`config.mk`:
```
export PLATFORM = sky130hd
export DESIGN_NAME = alu_seq_flat
export DESIGN_NICKNAME = d
export VERILOG_FILES = /design/src/rtl/alu_seq_if.sv /design/src/rtl/alu_seq.sv /design/src/flat_wrapper.sv
export SDC_FILE = /design/constraint.sdc
export NUM_CORES = 1
export LEC_CHECK = 0
export CORE_ASPECT_RATIO = 0.7
export CORE_MARGIN = 1
export CORE_UTILIZATION = 45
export DETAILED_ROUTE_END_ITERATION = 8
export PLACE_DENSITY = 0.69
export SYNTH_ARGS = -nofsm -noshare
export SYNTH_HDL_FRONTEND = slang
export SYNTH_SLANG_ARGS = --single-unit
```
`constraint.sdc`:
```
create_clock -name clk -period 7.17 [get_ports clk]
set_input_delay 1.0755 -clock clk [delete_from_list [all_inputs] [get_ports clk]]
set_output_delay 1.0755 -clock clk [all_outputs]
set_load 0.02 [all_outputs]
```
`src/rtl/alu_seq_if.sv`:
```
// alu_seq_if: operand/result handshake bundle between operand fetch, alu_seq and write-back
interface alu_seq_if #(
  parameter int WIDTH = 32
);
  logic             in_valid;
  logic             in_ready;
  logic [WIDTH-1:0] alu_a;
  logic [WIDTH-1:0] alu_b;
  logic [WIDTH-1:0] alu_acc;
  logic [4:0]       alu_cntrl;
  logic             set_flags;
  logic             out_valid;
  logic             out_ready;
  logic [WIDTH-1:0] alu_result;
  logic             out_err;
  logic [3:0]       alu_flags;
  logic             busy;
  modport master (
    output in_valid, alu_a, alu_b, alu_acc, alu_cntrl, set_flags, out_ready,
    input  in_ready, out_valid, alu_result, out_err, alu_flags, busy
  );
  modport slave (
    input  in_valid, alu_a, alu_b, alu_acc, alu_cntrl, set_flags, out_ready,
    output in_ready, out_valid, alu_result, out_err, alu_flags, busy
  );
endinterface

```
`src/rtl/alu_seq.sv`:
```
// alu_seq: handshaked ARM7-style ALU with internal NZCV flags and iterative shift-add MUL/MLA
module alu_seq #(
  parameter int WIDTH  = 32,
  parameter bit MUL_EN = 1'b1
) (
  input logic      clk,
  input logic      reset,
  alu_seq_if.slave bus
);
  localparam int CW = $clog2(WIDTH + 1);
  typedef enum logic {IDLE, MULT} state_t;
  state_t           state_q, state_d;
  logic             out_valid_q, out_valid_d, err_q, err_d, mla_q, mla_d, sf_q, sf_d;
  logic [WIDTH-1:0] result_q, result_d, mcand_q, mcand_d, mplier_q, mplier_d;
  logic [WIDTH-1:0] prod_q, prod_d, acc_q, acc_d;
  logic [3:0]       flags_q, flags_d;
  logic [CW-1:0]    cnt_q, cnt_d;
  logic [4:0]       op;
  logic             c_flag, carry, is_mul, illegal, is_arith, ready, accept, v;
  logic [WIDTH-1:0] a, b, x, y, alu_res, prod_step, mul_res;
  logic [WIDTH:0]   sum;
  assign op       = bus.alu_cntrl;
  assign a        = bus.alu_a;
  assign b        = bus.alu_b;
  assign c_flag   = flags_q[1];
  assign is_mul   = MUL_EN && (op == 5'd13 || op == 5'd14);
  assign illegal  = op > 5'd12 && !is_mul;
  assign is_arith = op >= 5'd2 && op <= 5'd7;
  assign ready    = state_q == IDLE && (!out_valid_q || bus.out_ready);
  assign accept   = bus.in_valid && ready;
  // Reverse subtracts swap the adder legs so x is always the non-inverted operand
  assign x     = (op == 5'd6 || op == 5'd7) ? b : a;
  assign y     = (op == 5'd4 || op == 5'd5) ? ~b : (op == 5'd6 || op == 5'd7) ? ~a : b;
  assign carry = (op == 5'd4 || op == 5'd6) || ((op == 5'd3 || op == 5'd5 || op == 5'd7) && c_flag);
  assign sum   = {1'b0, x} + {1'b0, y} + {{WIDTH{1'b0}}, carry};
  assign v     = (x[WIDTH-1] == y[WIDTH-1]) && (sum[WIDTH-1] != x[WIDTH-1]);
  assign prod_step = prod_q + (mplier_q[0] ? mcand_q : '0);
  assign mul_res   = prod_step + (mla_q ? acc_q : '0);
  always_comb begin
    alu_res = '0;
    case (op)
      5'd0:                                alu_res = a;
      5'd1:                                alu_res = b;
      5'd2, 5'd3, 5'd4, 5'd5, 5'd6, 5'd7:  alu_res = sum[WIDTH-1:0];
      5'd8:                                alu_res = a & b;
      5'd9:                                alu_res = a ^ b;
      5'd10:                               alu_res = a | b;
      5'd11:                               alu_res = a & ~b;
      5'd12:                               alu_res = ~b;
      default:                             alu_res = '0;
    endcase
  end
  always_comb begin
    state_d     = state_q;
    out_valid_d = out_valid_q && !bus.out_ready;
    result_d    = result_q;
    err_d       = err_q;
    flags_d     = flags_q;
    mcand_d     = mcand_q;
    mplier_d    = mplier_q;
    prod_d      = prod_q;
    acc_d       = acc_q;
    mla_d       = mla_q;
    sf_d        = sf_q;
    cnt_d       = cnt_q;
    if (state_q == IDLE && accept && is_mul) begin
      state_d  = MULT;
      mcand_d  = a;
      mplier_d = b;
      prod_d   = '0;
      acc_d    = bus.alu_acc;
      mla_d    = op == 5'd14;
      sf_d     = bus.set_flags;
      cnt_d    = CW'(WIDTH);
    end else if (state_q == IDLE && accept) begin
      result_d    = illegal ? '0 : alu_res;
      err_d       = illegal;
      out_valid_d = 1'b1;
      flags_d     = (bus.set_flags && !illegal) ?
                    {alu_res[WIDTH-1], alu_res == '0, is_arith ? sum[WIDTH] : flags_q[1], is_arith ? v : flags_q[0]} :
                    flags_q;
    end else if (state_q == MULT) begin
      prod_d   = prod_step;
      mplier_d = mplier_q >> 1;
      mcand_d  = mcand_q << 1;
      cnt_d    = cnt_q - CW'(1);
      if (cnt_q == CW'(1)) begin
        state_d     = IDLE;
        result_d    = mul_res;
        err_d       = 1'b0;
        out_valid_d = 1'b1;
        flags_d     = sf_q ? {mul_res[WIDTH-1], mul_res == '0, flags_q[1:0]} : flags_q;
      end
    end
  end
  always_ff @(posedge clk) begin
    if (reset) begin
      state_q     <= IDLE;
      out_valid_q <= 1'b0;
      result_q    <= '0;
      err_q       <= 1'b0;
      flags_q     <= '0;
      mcand_q     <= '0;
      mplier_q    <= '0;
      prod_q      <= '0;
      acc_q       <= '0;
      mla_q       <= 1'b0;
      sf_q        <= 1'b0;
      cnt_q       <= '0;
    end else begin
      state_q     <= state_d;
      out_valid_q <= out_valid_d;
      result_q    <= result_d;
      err_q       <= err_d;
      flags_q     <= flags_d;
      mcand_q     <= mcand_d;
      mplier_q    <= mplier_d;
      prod_q      <= prod_d;
      acc_q       <= acc_d;
      mla_q       <= mla_d;
      sf_q        <= sf_d;
      cnt_q       <= cnt_d;
    end
  end
  assign bus.in_ready   = ready;
  assign bus.out_valid  = out_valid_q;
  assign bus.alu_result = result_q;
  assign bus.out_err    = err_q;
  assign bus.alu_flags  = flags_q;
  assign bus.busy       = state_q == MULT;
endmodule

```
`src/flat_wrapper.sv`:
```
// flat-port wrapper written by rule: the top's interface ports become plain ports
module alu_seq_flat 
#(
  parameter int WIDTH  = 32,
  parameter bit MUL_EN = 1'b1
)
  (clk, reset, bus_in_valid, bus_alu_a, bus_alu_b, bus_alu_acc, bus_alu_cntrl, bus_set_flags, bus_out_ready, bus_in_ready, bus_out_valid, bus_alu_result, bus_out_err, bus_alu_flags, bus_busy);
  alu_seq_if #(.WIDTH(WIDTH)) bus_i ();
  input logic clk;
  input logic reset;
  input wire logic [$bits(bus_i.in_valid)-1:0] bus_in_valid;
  input wire logic [$bits(bus_i.alu_a)-1:0] bus_alu_a;
  input wire logic [$bits(bus_i.alu_b)-1:0] bus_alu_b;
  input wire logic [$bits(bus_i.alu_acc)-1:0] bus_alu_acc;
  input wire logic [$bits(bus_i.alu_cntrl)-1:0] bus_alu_cntrl;
  input wire logic [$bits(bus_i.set_flags)-1:0] bus_set_flags;
  input wire logic [$bits(bus_i.out_ready)-1:0] bus_out_ready;
  output wire logic [$bits(bus_i.in_ready)-1:0] bus_in_ready;
  output wire logic [$bits(bus_i.out_valid)-1:0] bus_out_valid;
  output wire logic [$bits(bus_i.alu_result)-1:0] bus_alu_result;
  output wire logic [$bits(bus_i.out_err)-1:0] bus_out_err;
  output wire logic [$bits(bus_i.alu_flags)-1:0] bus_alu_flags;
  output wire logic [$bits(bus_i.busy)-1:0] bus_busy;
  assign bus_i.in_valid = bus_in_valid;
  assign bus_i.alu_a = bus_alu_a;
  assign bus_i.alu_b = bus_alu_b;
  assign bus_i.alu_acc = bus_alu_acc;
  assign bus_i.alu_cntrl = bus_alu_cntrl;
  assign bus_i.set_flags = bus_set_flags;
  assign bus_i.out_ready = bus_out_ready;
  assign bus_in_ready = bus_i.in_ready;
  assign bus_out_valid = bus_i.out_valid;
  assign bus_alu_result = bus_i.alu_result;
  assign bus_out_err = bus_i.out_err;
  assign bus_alu_flags = bus_i.alu_flags;
  assign bus_busy = bus_i.busy;
  alu_seq #(.WIDTH(WIDTH), .MUL_EN(MUL_EN)) u_core (.clk(clk), .reset(reset), .bus(bus_i));
endmodule
```
Word level (Yosys, flattened, before mapping):

Cells that the tools add are included.
W data, S select, Z words.

* muxes and demuxes: 37
* magnitude comparators: 3
* div/mod/pow operators: 0
* $mul: 0
* equal/unequal tests: 19
* shift-type cells: 0
* reduce and logical (&&, ||, !) cells: 36
* add/sub/neg operators: 5
* bitwise logic cells: 9

Operators by type and width (count)
* $mux W32: 15
* $pmux W32 S8: 1
* $add A32 B32 Y32: 2
* $and A32 B32 Y32: 2
* $logic_not A32 Y1: 2
* $not A32 Y32: 2
* $eq A5 B4 Y1 const B: 7
* $add A32 B32 Y33: 1
* $add A33 B1 Y33: 1
* $or A32 B32 Y32: 1
* $xor A32 B32 Y32: 1
* $eq A5 B3 Y1 const B: 4
* $mux W4: 5
* $mux W6: 3
* $mux W1: 13
* $eq A5 B2 Y1 const B: 2
* $logic_and A1 B1 Y1: 10
* $logic_or A1 B1 Y1: 8
* $reduce_bool A2 Y1: 4
* $eq A6 B1 Y1 const B: 1
* $reduce_or A6 Y1: 1
* $sub A6 B1 Y6 const B: 1
* $eq A5 B1 Y1 const B: 1
* $ge A5 B2 Y1 const B: 1
* other kinds (13): 20

* input port bits: 106
* memories: 0
* bits in read-only memories: 0
* RAM bits: 0
* output and inout bits: 40
* flip-flop bits (word level): 175
* bits in latches: 0

Depth between registers and ports, before layout:

* depth after elaboration: 11
* depth in mapped cells: 27
* depth with buffers taken out: 26

Worst setup path before layout:

No wires, ideal clock.

* kind: input -> register
* start point: in bus_alu_cntrl[3]
* end point: reg u_core.flags_q[2], in the netlist u_core.bus.alu_flags[2]
* buffers on the path: 5
* data required time: 7108 ps
* stages on the path: 22
* setup time: 62 ps
* data arrival time: 6140 ps
* path slack: 968 ps
* path through: clkbuf_1 -> clkbuf_1 -> clkbuf_1 -> or3b_2 -> clkbuf_1 -> clkbuf_1 -> nor3_1 -> a211oi_1 -> fa_1 -> inv_1 -> fa_1 -> a211oi_1 -> o21bai_1 -> a31oi_1 -> mux2i_1 -> a211o_1 -> a2111o_1 -> a211o_1 -> or4_1 -> nor4_1 -> nand4_1 -> nand3_1

* word-level cells in the longest chain between the ends: 10
* elaborated cells between the ends (all ways): 42
* classes of those cells: add/sub (2); order compare (1); eq/ne (15); mux (6); bitwise (1); reduce/logical (17)

Ends and longest elaborated chain
* from (decl): RTL line flat_wrapper.sv:15 `input wire logic [$bits(bus_i.alu_cntrl)-1:0] bus_alu_cntrl;`
* $eq A5 B3 Y1, or another cell as far along
* $logic_or A1 B1 Y1 (on tied branches): RTL line alu_seq.sv:32, alu_seq.sv:33, alu_seq.sv:34
* $mux W32 or $logic_or A1 B1 Y1 (tied branches): RTL line alu_seq.sv:33, alu_seq.sv:34
* $mux W32 or $logic_and A1 B1 Y1 (tied branches): RTL line alu_seq.sv:33, alu_seq.sv:34
* $add A32 B32 Y33 or $logic_or A1 B1 Y1 (tied branches): RTL line alu_seq.sv:35, alu_seq.sv:34
* $add A33 B1 Y33: RTL line alu_seq.sv:35 `assign sum = {1'b0, x} + {1'b0, y} + {{WIDTH{1'b0}}, carry};`
* $pmux W32 S8: RTL line alu_seq.sv:41 `case (op)`
* $logic_not A32 Y1: RTL line alu_seq.sv:80 `{alu_res[WIDTH-1], alu_res == '0, is_arith ? sum[WIDTH] : flags_q[1], is_arith ? v : flags_q[0]} :`
* $mux W4: RTL line alu_seq.sv:79 `flags_d = (bus.set_flags && !illegal) ?`
* $mux W4: RTL line alu_seq.sv:75 `end else if (state_q == IDLE && accept) begin`
* to (signal assigned): RTL line alu_seq.sv:115 `flags_q <= flags_d;`
* to (decl): RTL line alu_seq.sv:16 `logic [3:0] flags_q, flags_d;`

Several ways; a longest one is shown, not always the timed one. The select of a mux whose other input is x is not followed.
A chain may end at the register's enable or synchronous reset.

Worst setup path after layout:

* start point: reg u_core.mplier_q[0]
* end point: reg u_core.flags_q[2], in the netlist u_core.bus.alu_flags[2]

* word-level cells in the longest chain between the ends: 8

Ends and longest elaborated chain
* from (decl): RTL line alu_seq.sv:14 `logic [WIDTH-1:0] result_q, result_d, mcand_q, mcand_d, mplier_q, mplier_d;`
* from (signal assigned): RTL line alu_seq.sv:117 `mplier_q <= mplier_d;`
* $mux W32: RTL line alu_seq.sv:37 `assign prod_step = prod_q + (mplier_q[0] ? mcand_q : '0);`
* $add A32 B32 Y32: RTL line alu_seq.sv:37
* via u_core.prod_step[16]: RTL line alu_seq.sv:20 `logic [WIDTH-1:0] a, b, x, y, alu_res, prod_step, mul_res;`
* $add A32 B32 Y32: RTL line alu_seq.sv:38 `assign mul_res = prod_step + (mla_q ? acc_q : '0);`
* $logic_not A32 Y1: RTL line alu_seq.sv:92 `flags_d = sf_q ? {mul_res[WIDTH-1], mul_res == '0, flags_q[1:0]} : flags_q;`
* $mux W4: RTL line alu_seq.sv:92
* $mux W4: RTL line alu_seq.sv:87 `if (cnt_q == CW'(1)) begin`
* $mux W4: RTL line alu_seq.sv:82 `end else if (state_q == MULT) begin`
* $mux W4: RTL line alu_seq.sv:75

The timed path passes the listed nets, and every way through them passes these cells. The select of a mux whose other input is x is not followed.

==> reports/summary.txt <==
1st-iter DRT viols = 1544
Worst setup EP type = flip-flop
Net Count, Synth = 2446
sequential share of the synthesized area = 22.02%
crit path kind = flip-flop to flip-flop
I/O Buffers = 145
antenna viol nets, final = 0
switching share of power = 35.45%
power share of the combinational group = 26.3%
Post-Route Setup TNS = 0 ps
startpoint types = flip-flop
ys async rst share = 0%
# clock sinks = 175
EDFF count, synth = 0
worst r2r src = u_core.mplier_q[0]$_SDFFE_PP0P_
routed vias/inst = 6.112
leading area contributor after synthesis = dfxtp_1
gr usage total = 30.61%
io pins = 146
sequential power share = 37.2%
Hold-fix buffers, CTS = 0
Layout Nets = 2476
CTS root buf = clkbuf_16
reg-to-reg endpoint = u_core.bus.alu_flags[2]$_SDFFE_PP0P_
most numerous cell in the Yosys netlist = nand2_1
Worst R2R Setup Slack = 900 ps
CP required = 7580 ps
Max-slew headroom = 32.06%
number of setup buffers added after CTS = 0
chip width = 226.7 um
DP Area = 17600 um^2
crit path DAT = 6690 ps
First-pass DRT Iterations = 6
CTS max path bufs = 2
min-delay src = u_core.acc_q[24]$_SDFFE_PP0P_
leak pwr = 7.356 nW
register clock-pin slew on the reported worst setup and hold paths = 80 ps
global-route wire length before repair = 86.94 mm
Clk network pwr share = 36.5%
Mapped Area = 15910 um^2
fin area = 18210 um^2
H-tree lvl count = 4
DP Wirelength = 40.71 mm
FF+latch count, synth = 175
max capacitance violation total = 0
measured slew at the worst slew-check pin = 1015 ps
Yosys warnings = 0
vias in the first global route = 15370
Pwr Total = 2.749 mW
Fin. Hold Viols = 0
Int Power = 1.774 mW
num rows = 57
Core Footprint = 34730 um^2
Initial Utilization = 45.81%
final wirelength = 55.46 mm
Min-Delay Path Class = flip-flop to flip-flop
Die H = 159.3 um
worst-path fanout max = 8
largest cells by area after synthesis = dfxtp_1, ha_1, nand2_1
Post-Place Setup Slack = 716.8 ps
post-layout min period = 6273 ps
Final period util = 87.49%
top-area cell type share of the netlist area = 22.02%
diode count = 0
Max Clk Rate = 0.1594 GHz
CTS tree = yes
share of layout cells above drive strength 1 = 4.751%
top_reg_cell synth = dfxtp_1
grt ovf = 0
gp weighted congestion = 0.9669
via count = 16650
hold path depth = 2
die area = 36120 um^2
Mapped Cells = 2209
outcome = completed
Inserted Clock Buffers = 17
Net Switching = 974.4 uW
worst setup margin = 897.2 ps
initial antenna violation count = 0
setup violators final = 0
unique cell type count in the Yosys netlist = 82
R2R cell count = 24
Post-CTS Resized = 0
RSZ-0062 raised after global routing = no
largest net degree at the start of global routing = 84
synthesis-to-finish area growth = 14.42%
clk_skew = 10.77 ps
WHS Endpoint = u_core.acc_q[24]$_SDFFE_PP0P_
Worst-Skew Late Latency = 480 ps
maximum vdd drop = 0.1839 mV
commonest cells in the netlist = nand2_1, nor2_1, a21oi_1
Slew Limit Fails = 0
WL/cell = 20.36 um
DRC violations left = 0
Synth Area per Inst = 7.202 um^2
pwr/cell area = 151.0 nW/um^2
## area by class of cell
cell class / count / area, um^2
clock buffers: 18 / 450.4
clock inverters: 14 / 158.9
well taps: 472 / 590.6
fillers: 3358 / 16530
repair buffers: 172 / 1647
inverters: 95 / 356.6
multi-input cells: 1778 / 11490
flip-flops and latches: 175 / 3507
## sequential cells by signal, summed over array words and instances, names as in the netlist, 4 cells and up
signal / count
u_core.acc_q: 32
u_core.bus.alu_flags: 4
u_core.bus.alu_result: 32
u_core.cnt_q: 6
u_core.mcand_q: 32
u_core.mplier_q: 32
u_core.prod_q: 32
## critical path, stage by stage, from the launching register on
cell and delay, ps:
dfxtp_1 450, and2_1 160, ha_1 190, inv_1 70, fa_1 430, nor2b_1 180, o31a_1 240, o21a_1 200
and3_1 160, a211oi_1 70, nand2b_1 200, o31ai_1 310, xor2_1 250, ha_1 360, a21oi_1 230, o21ai_0 140
nand3_1 110, a41oi_1 110, a311oi_1 490, xnor2_1 180, or4_1 530, or3_1 310, or3_1 300, or4_1 420
nand3_1 100
## metrics by stage
stage               cells  utilization [%]  hold slack (ps)
finish               2724            52.42            451.8
CTS                  2724            52.42            455.0
floorplan            2209                -            431.7
global route         2724            52.42            470.1
global placement     2692            50.66            439.9
detailed placement   2692            50.66            444.3
## routing by layer
layer	GRT usage (%)	up-vias	part of all wire [%]
met2	44.94	716	42
met5	0	-	0
met3	5.149	112	8.0
met1	44.49	7837	47
met4	11.09	0	3.1
li1	-	7983	-
## power groups by stage
stage / clock [mW] / sequential (mW) / combinational, mW
after global placement: 0 / 1.04 / 0.697
after global routing: 1.06 / 1.02 / 0.785
final: 1.00 / 1.02 / 0.724
after floorplan: 0 / 1.05 / 0.433
after CTS: 1.01 / 1.02 / 0.710
after detailed placement: 0 / 1.04 / 0.706
## placed cells by master, fill, tap and decap left out, types with 10 or more instances in the layout
cell type	count
or3_1	11
nand2b_1	22
nor3_1	58
a221oi_1	22
nand3_1	34
dfxtp_1	174
nand2_1	274
xnor2_1	67
o21ai_1	10
buf_4	28
clkdlybuf4s50_1	143
nand4_1	16
a21oi_1	186
nor2_1	194
a31oi_1	14
nor4_1	11
a22oi_1	35
inv_1	95
o21a_1	19
mux2i_1	74
nor2b_1	13
a211oi_1	67
a21o_1	35
ha_1	127
xor2_1	29
clkbuf_16	18
o21ai_0	181
and2_1	69
o211ai_1	15
and3_1	13
## worst max path at each step
stage	startpoint	end	slack, ps	depth (start not counted)
4_1_cts	u_core.mplier_q[0]$_SDFFE_PP0P_	u_core.bus.alu_flags[2]$_SDFFE_PP0P_	1030	24
2_1_floorplan	bus_alu_cntrl[3]	u_core.bus.alu_flags[2]$_SDFFE_PP0P_	970	22
6_report	u_core.mplier_q[0]$_SDFFE_PP0P_	u_core.bus.alu_flags[2]$_SDFFE_PP0P_	900	24
3_3_place_gp	bus_alu_cntrl[2]	u_core.bus.alu_flags[2]$_SDFFE_PP0P_	760	18
5_1_grt	u_core.mplier_q[0]$_SDFFE_PP0P_	u_core.bus.alu_flags[2]$_SDFFE_PP0P_	450	24
3_5_place_dp	bus_alu_cntrl[2]	u_core.bus.alu_flags[2]$_SDFFE_PP0P_	720	18
## cells by family (layout without fill, tap and decap cells)
group / Yosys count / count (layout) / synth area share, %
flops: 175 / 175 / 22.02
xor+xnor: 97 / 97 / 5.426
compound gates: 698 / 698 / 28.15
fa+ha+maj: 131 / 131 / 10.49
mux: 79 / 79 / 5.009
buf+inv: 256 / 299 / 6.079
simple gates: 773 / 773 / 22.83
No activity file was read; power rests on OpenSTA's default activity.
